**src/rtl/fetch_stage.sv**
```systemverilog
// rtl/fetch_stage.sv - instruction fetch stage with PC, single-outstanding imem handshake and IF/ID register
// Redirects kill in-flight fetches; responses arriving under stall wait in a one-entry hold buffer.
module fetch_stage #(
  parameter logic [31:0] RESET_PC = 32'h0000_0000
) (
  input  logic        clk,
  input  logic        reset,
  input  logic        stall,
  input  logic        flush,
  input  logic        branch_taken,
  input  logic [31:0] branch_target,
  output logic        imem_req,
  output logic [31:0] imem_addr,
  input  logic        imem_ready,
  input  logic        imem_rvalid,
  input  logic [31:0] imem_rdata,
  output logic        id_valid,
  output logic [31:0] id_instr,
  output logic [31:0] id_pc4
);

  typedef enum logic [1:0] {S_REQ, S_WAIT, S_HOLD} state_t;

  state_t      state_q, state_d;
  logic [31:0] pc_q, pc_d;
  logic [31:0] req_pc_q, req_pc_d;
  logic        kill_q, kill_d;
  logic [31:0] hold_instr_q, hold_instr_d;
  logic [31:0] hold_pc4_q, hold_pc4_d;
  logic        id_valid_q, id_valid_d;
  logic [31:0] id_instr_q, id_instr_d;
  logic [31:0] id_pc4_q, id_pc4_d;

  logic        load;
  logic [31:0] load_instr;
  logic [31:0] load_pc4;
  logic [31:0] req_pc4;

  assign req_pc4   = req_pc_q + 32'd4;
  assign imem_req  = (state_q == S_REQ) && !reset;
  assign imem_addr = pc_q;
  assign id_valid  = id_valid_q;
  assign id_instr  = id_instr_q;
  assign id_pc4    = id_pc4_q;

  always_comb begin
    state_d      = state_q;
    pc_d         = pc_q;
    req_pc_d     = req_pc_q;
    kill_d       = kill_q;
    hold_instr_d = hold_instr_q;
    hold_pc4_d   = hold_pc4_q;
    load         = 1'b0;
    load_instr   = imem_rdata;
    load_pc4     = req_pc4;

    case (state_q)
      S_REQ: begin
        if (imem_ready) begin
          req_pc_d = pc_q;
          kill_d   = branch_taken;
          state_d  = S_WAIT;
        end
      end
      S_WAIT: begin
        if (imem_rvalid) begin
          kill_d  = 1'b0;
          state_d = S_REQ;
          // A redirect in the response cycle makes this response stale as well.
          if (!kill_q && !branch_taken) begin
            pc_d = req_pc4;
            if (stall) begin
              hold_instr_d = imem_rdata;
              hold_pc4_d   = req_pc4;
              state_d      = S_HOLD;
            end else begin
              load = 1'b1;
            end
          end
        end else if (branch_taken) begin
          kill_d = 1'b1;
        end
      end
      S_HOLD: begin
        if (branch_taken) begin
          state_d = S_REQ;
        end else if (!stall) begin
          load       = 1'b1;
          load_instr = hold_instr_q;
          load_pc4   = hold_pc4_q;
          state_d    = S_REQ;
        end
      end
      default: state_d = S_REQ;
    endcase

    if (branch_taken) begin
      pc_d = branch_target;
    end

    id_valid_d = id_valid_q;
    id_instr_d = id_instr_q;
    id_pc4_d   = id_pc4_q;
    if (flush) begin
      id_valid_d = 1'b0;
      id_instr_d = 32'h0;
      id_pc4_d   = 32'h0;
    end else if (load) begin
      id_valid_d = 1'b1;
      id_instr_d = load_instr;
      id_pc4_d   = load_pc4;
    end else if (!stall) begin
      id_valid_d = 1'b0;
      id_instr_d = 32'h0;
    end
  end

  always_ff @(posedge clk or posedge reset) begin
    if (reset) begin
      state_q      <= S_REQ;
      pc_q         <= RESET_PC;
      req_pc_q     <= RESET_PC;
      kill_q       <= 1'b0;
      hold_instr_q <= 32'h0;
      hold_pc4_q   <= 32'h0;
      id_valid_q   <= 1'b0;
      id_instr_q   <= 32'h0;
      id_pc4_q     <= 32'h0;
    end else begin
      state_q      <= state_d;
      pc_q         <= pc_d;
      req_pc_q     <= req_pc_d;
      kill_q       <= kill_d;
      hold_instr_q <= hold_instr_d;
      hold_pc4_q   <= hold_pc4_d;
      id_valid_q   <= id_valid_d;
      id_instr_q   <= id_instr_d;
      id_pc4_q     <= id_pc4_d;
    end
  end

endmodule

```
**config.mk**
```make
export PLATFORM = sky130hd
export DESIGN_NAME = fetch_stage
export DESIGN_NICKNAME = d
export VERILOG_FILES = /design/src/rtl/fetch_stage.sv
export SDC_FILE = /design/constraint.sdc
export NUM_CORES = 1
export LEC_CHECK = 0
export CORE_AREA = 2 2 111 140
export DETAILED_ROUTE_END_ITERATION = 10
export DIE_AREA = 0 0 113 142
export DONT_BUFFER_PORTS = 1
export PLACE_DENSITY_LB_ADDON = 0.1
export SYNTH_ARGS = -nofsm -noshare
export SYNTH_HDL_FRONTEND = slang
export SYNTH_SLANG_ARGS = --single-unit
```
**constraint.sdc**
```tcl
create_clock -name clk -period 7.6 [get_ports clk]
set_input_delay 0.76 -clock clk [delete_from_list [all_inputs] [get_ports clk]]
set_output_delay 0.76 -clock clk [all_outputs]
set_load 0.05 [all_outputs]
```
Yosys cells after proc, flatten, opt, wreduce, memory -nomap -nowiden
Cells that the tools add are included.

storage, ports and cells
  register bits after elaboration = 196
  latch bits = 0
  RAM bits = 0
  ROM bits = 0
  input port bits = 71
  output and inout port bits = 98
  logic and storage cells = 67
  memories = 0

operators by class
  add/subtract/negate cells = 1
  multipliers = 0
  divide/modulo/power cells = 0
  order comparisons = 0
  eq/ne operators = 7
  shift-type cells = 0
  multiplexer cells = 34
  bitwise logic cells = 0
  reductions and logical operators = 16

operators by type and width
  kind                   count
  $mux 32                15
  $add 32x3->32 const B  1
  $mux 2                 6
  $reduce_and 3->1       4
  $mux 1                 10
  $reduce_bool 2->1      5
  $ne 3x3->1 const B     2
  $pmux 2 s3             1
  $ne 2x2->1 const B     2
  $pmux 1 s2             2
  $logic_not 1->1        3
  $ne 3x1->1 const B     1
  $eq 2x1->1 const B     1
  $eq 2x2->1 const B     1
  $logic_and 1x1->1      2
  $logic_not 2->1        1
  $reduce_and 2->1       1

Logic depth before layout (Yosys ltp)
  depth after elaboration = 7
  depth in mapped cells = 9

Least setup slack after synthesis
Ideal clock, no wire load.

  path type = input-to-reg
  start point = input port imem_rvalid
  end point = register hold_instr_q[0]
  arrival time = 2178 ps
  slack = 5298 ps
  cell stages on the path = 6
  path through = and3b_1 clkbuf_1 and3_1 clkbuf_1 clkbuf_1 mux2_2

on the way
  longest elaborated chain between the ends = 1

RTL lines
  what                        line  RTL
  from (decl)                 15    input logic imem_rvalid,
  $reduce_and 3->1 (no line)  n/a
  to (signal assigned)        134   hold_instr_q <= hold_instr_d;
  to (decl)                   28    logic [31:0] hold_instr_q, hold_instr_d;

No other way between the ends.
A chain may end at the register's enable or synchronous reset.

Worst setup path in the final report
  start point = register state_q[1]
  end point = register id_pc4_q[7] (netlist: id_pc4[7])

on the way
  longest elaborated chain between the ends = 4
  elaborated cells on any way between the ends = 7

RTL lines
  what                    line  RTL
  from (decl)             24    state_t state_q, state_d;
  from (signal assigned)  130   state_q <= state_d;
  $eq 2x2->1              57    case (state_q)
  $mux 32                 57
  $mux 32                 108   end else if (load) begin
  $mux 32                 104   if (flush) begin
  to (signal assigned)    138   id_pc4_q <= id_pc4_d;
  to (decl)               32    logic [31:0] id_pc4_q, id_pc4_d;

Parallel ways exist; a longest one is shown, timed or not. The select of a mux whose other input is x is not followed.

==> metrics list <==
- Summed over all cells, the static leakage comes to 4.28 nW.
- The later pin in the worst-skew pair is clocked with a latency of 430 ps.
- Setup bufs post-CTS: 0
* Filler Cells Inserted: 1,165
- Sequential fraction of the synthesis area: 56.3%
- DRC marker count from the first detailed-route iteration: 422
* Placeable Area: 14,800 um^2
- For this run, design rule violations remaining after detail routing come to 10.
* CTS hold repair buffers: 0
- Largest fanout of any net on the critical path: 37
- In this run the tightest slew margin relative to its limit is 15.3%.
- After detailed routing, the average wire length per cell comes to 21.6 um.
* Post-detailed-route count of antenna-violating nets: 0
- The final count of hold timing violations was 0.
- Setup repair after global routing left no endpoint under its margin.
- Type of the worst setup path: reg -> reg
* I/O pin count: 169
* Overall routed net length: 20,700 um
- The final reports fail on DRC.
- Setup-failing EPs final: 0
* Number of placement rows: 50
* Shortest period the worst path allows: 3660 ps
* Vias after detailed routing: 5,938
* Share of power burned in the clock network: 26.3%
* Width of the die: 113 um
- Share of the clock period used by the worst path after layout: 48.2%
- Main combinational cell family by area after synthesis: multiplexers
- Worst-path clk slew: 70 ps
- Port buffer count: 0
* Vias in the first global route: 6,159
- Placed Cells: 927
* Cell area after placement: 8790 um^2
* Synthesized netlist cell count: 793
- Combinational Power Share: 22.0%
- Once the floorplan was initialized, standard cells occupied 59.0% of the core.
- Yosys warnings: 0
- STA classifies the critical path endpoint as a register.
- Final cell area excluding filler cells: 9390 um^2
- Synth Area in Compound Gates: 11.6%
* Startpoint types: register
- A synthesized cell averages 11.0 um^2.
- Summing every instance area after synthesis gives 8710 um^2.
* Slew Viols, Final: 0
- Number of cells on the worst reg-to-reg path: 6
- Setup total negative slack on the finished layout was measured at 0 ps.
- Xor-xnor portion of the synthesized cell area: 2.61%
* Final Power: 3.48 mW
- Area enclosed by the die boundary: 16,000 um^2
* Layout cell share with drive strength beyond 1: 15.2%
- After global routing the overflow that remains totals 0.
- Net switching is 35.5% of the power.
* Vias per Instance: 6.19
- Result of the run: complete, but fails checks
- Transition time at the pin with the least slew margin: 1270 ps
* Master cell of the clock root buffer: clkbuf_16
* Synthesis-to-finish area growth: 7.73%
- The number of antenna violations at the first check in global routing is 0.
- Layout Cells excl Fill: 959
- The clock arrives with 8.49 ps of skew.
* Multiplexer share of the synthesized area: 14.6%
* Commonest non-fill, non-tap cell in the layout: dfrtp_1
* Design internal power: 2.24 mW
- Proportion of power drawn by flip-flops and latches: 51.7%
- Count of cells resized by post-cts repair: 0
* Simple-gate area share of the yosys netlist: 11.5%
- The congestion estimate from routability-driven global placement came to 0.901.
- Flops & latches, synth: 196
- TritonCTS buffer count: 17
- Across the VDD grid, the largest voltage drop is 187 uV.
- The tightest min-delay check is of the in -> async type.
- Req. time, crit path: 7920 ps
* Worst-case clock buffer depth: 2
- TritonCTS built the clock tree.
* Adder and majority cell fraction of the synthesized area: 0.574%
* Total power per unit cell area: 370 nW/um^2
- CP Data Arrival Time: 3980 ps
- Static timing analysis puts the maximum clock frequency at 273 MHz.
* DP Wirelength: 13,900 um
- The clock net in this run drives a total of 196 sinks.
* Syn_nets: 868
* Fin nets: 839
- The first global-routing pass estimated 32,800 um of wire.
- The die is 142 um tall.
- The first detailed-routing pass ran for 8 iterations.
* Switching power of the nets: 1.24 mW
* Diodes inserted: 0
- Most frequent cells in the layout: 196 x dfrtp_1, 84 x nand2_1, 73 x mux2_2, 63 x o21ai_0
- Number of H-tree levels: 4
- Total Routing Usage GR: 26.6%
- Maximum number of pins on one net before global-route repair: 122
- The synthesized netlist contains 47 unique library cells.
* Count of maximum capacitance violations: 0
-- layout make-up --
type | count | area (um^2) | area share (%)
clock inverters | 13 | 156 | 1.67
flip-flops and latches | 196 | 4900 | 52.3
well taps | 182 | 228 | 2.43
repair buffers | 5 | 37.5 | 0.400
clock buffers | 19 | 443 | 4.72
multi-input cells | 534 | 3570 | 38.1
inverters | 10 | 45.0 | 0.480
-- routing by layer --
| metal | global-route usage, % | part of all wire, % | up-vias |
|---|---|---|---|
| met5 | 0 | 0 | - |
| met2 | 45.4 | 52 | 188 |
| met3 | 7.16 | 6.8 | 42 |
| met4 | 12.1 | 3.3 | 0 |
| met1 | 31.4 | 38 | 2957 |
| li1 | - | - | 2751 |
-- critical path, stage by stage, from the launching register on --
cell      delay [ps]
dfrtp_1          410
inv_1             90
ha_1             270
and3b_1          680
o211a_1          750
nand2b_1         880
o21ai_0          460
-- path summary, 6_finish.rpt --
| path | from | end | slack [ps] |
|---|---|---|---|
| setup / recovery | state_q[1] | id_pc4[7] | 3940 |
| hold / removal | reset | imem_addr[29] | 330 |
| setup reg to reg | state_q[1] | id_pc4[7] | 3940 |
| hold reg to reg | hold_pc4_q[14] | hold_pc4_q[14] | 500 |
| max in group asynchronous | reset | hold_pc4_q[31] | 5750 |
| min in group clk | flush | id_pc4[30] | 380 |
-- logic make-up (layout without fill, tap and decap cells) --
family / after synthesis / in the layout
and+or+nand+nor: 213 / 213
buffers and inverters: 63 / 47
adders and majority gates: 4 / 4
DFF: 196 / 196
xor gates and xnor gates: 26 / 26
AOI/OAI and AO/OA: 173 / 173
muxes: 118 / 118
-- cells in the mapped netlist, drive strengths merged --
library cell  number  share of area, %
dfrtp            196                56
nand2             85               3.7
mux2              73               9.4
o21ai             64               3.7
a21oi             48               2.8
nor2              48               2.1
mux2i             45               5.2
clkbuf            37               1.6
nand3             19               1.1
xnor2             18               1.8
and3              17               1.2
buf               16              0.80
o22ai             15               1.1
inv               10              0.43
nor3              10              0.57
a22oi              9              0.78
nand4              8              0.65
xor2               8              0.80
o211ai             7              0.60
a21boi             6              0.52
a21o               6              0.52
nand3b             5              0.43
a211oi             4              0.34
a311oi             4              0.40
ha                 4              0.57
nand2b             4              0.29
o221ai             4              0.40
a31oi              3              0.22
and2               3              0.23
nor4               3              0.29
and4               2              0.20
nor2b              2              0.14
or3                2              0.14
or4                2              0.22
a311o              1              0.11
and3b              1              0.10
nand4b             1              0.10
o211a              1              0.11
o31a               1              0.10
or2                1             0.072
-- power by group through the flow --
stage	clock, mW	sequential, mW	combinational (mW)
6_report	0.915	1.80	0.764
5_1_grt	0.967	1.84	0.841
3_3_place_gp	0	1.79	0.735
4_1_cts	0.928	1.79	0.769
3_5_place_dp	0	1.81	0.765
2_1_floorplan	0	1.73	0.618
-- metrics by stage --
stage / worst slack, ps / hold slack, ps / util (%)
2_1_floorplan: 1500 / 472 / -
3_3_place_gp: 4140 / 481 / 59.5
3_5_place_dp: 3960 / 488 / 59.5
4_1_cts: 3900 / 370 / 63.6
5_1_grt: 3580 / 364 / 63.6
6_report: 3940 / 326 / 63.6
-- sequential cells by signal, indices dropped and copies added, names as in the netlist --
signal,flops
req_pc_q,32
id_instr,32
kill_q,1
state_q,2
hold_instr_q,32
imem_addr,32
id_valid,1
hold_pc4_q,32
id_pc4,32
Note: power is estimated with default switching activity, not from simulation.
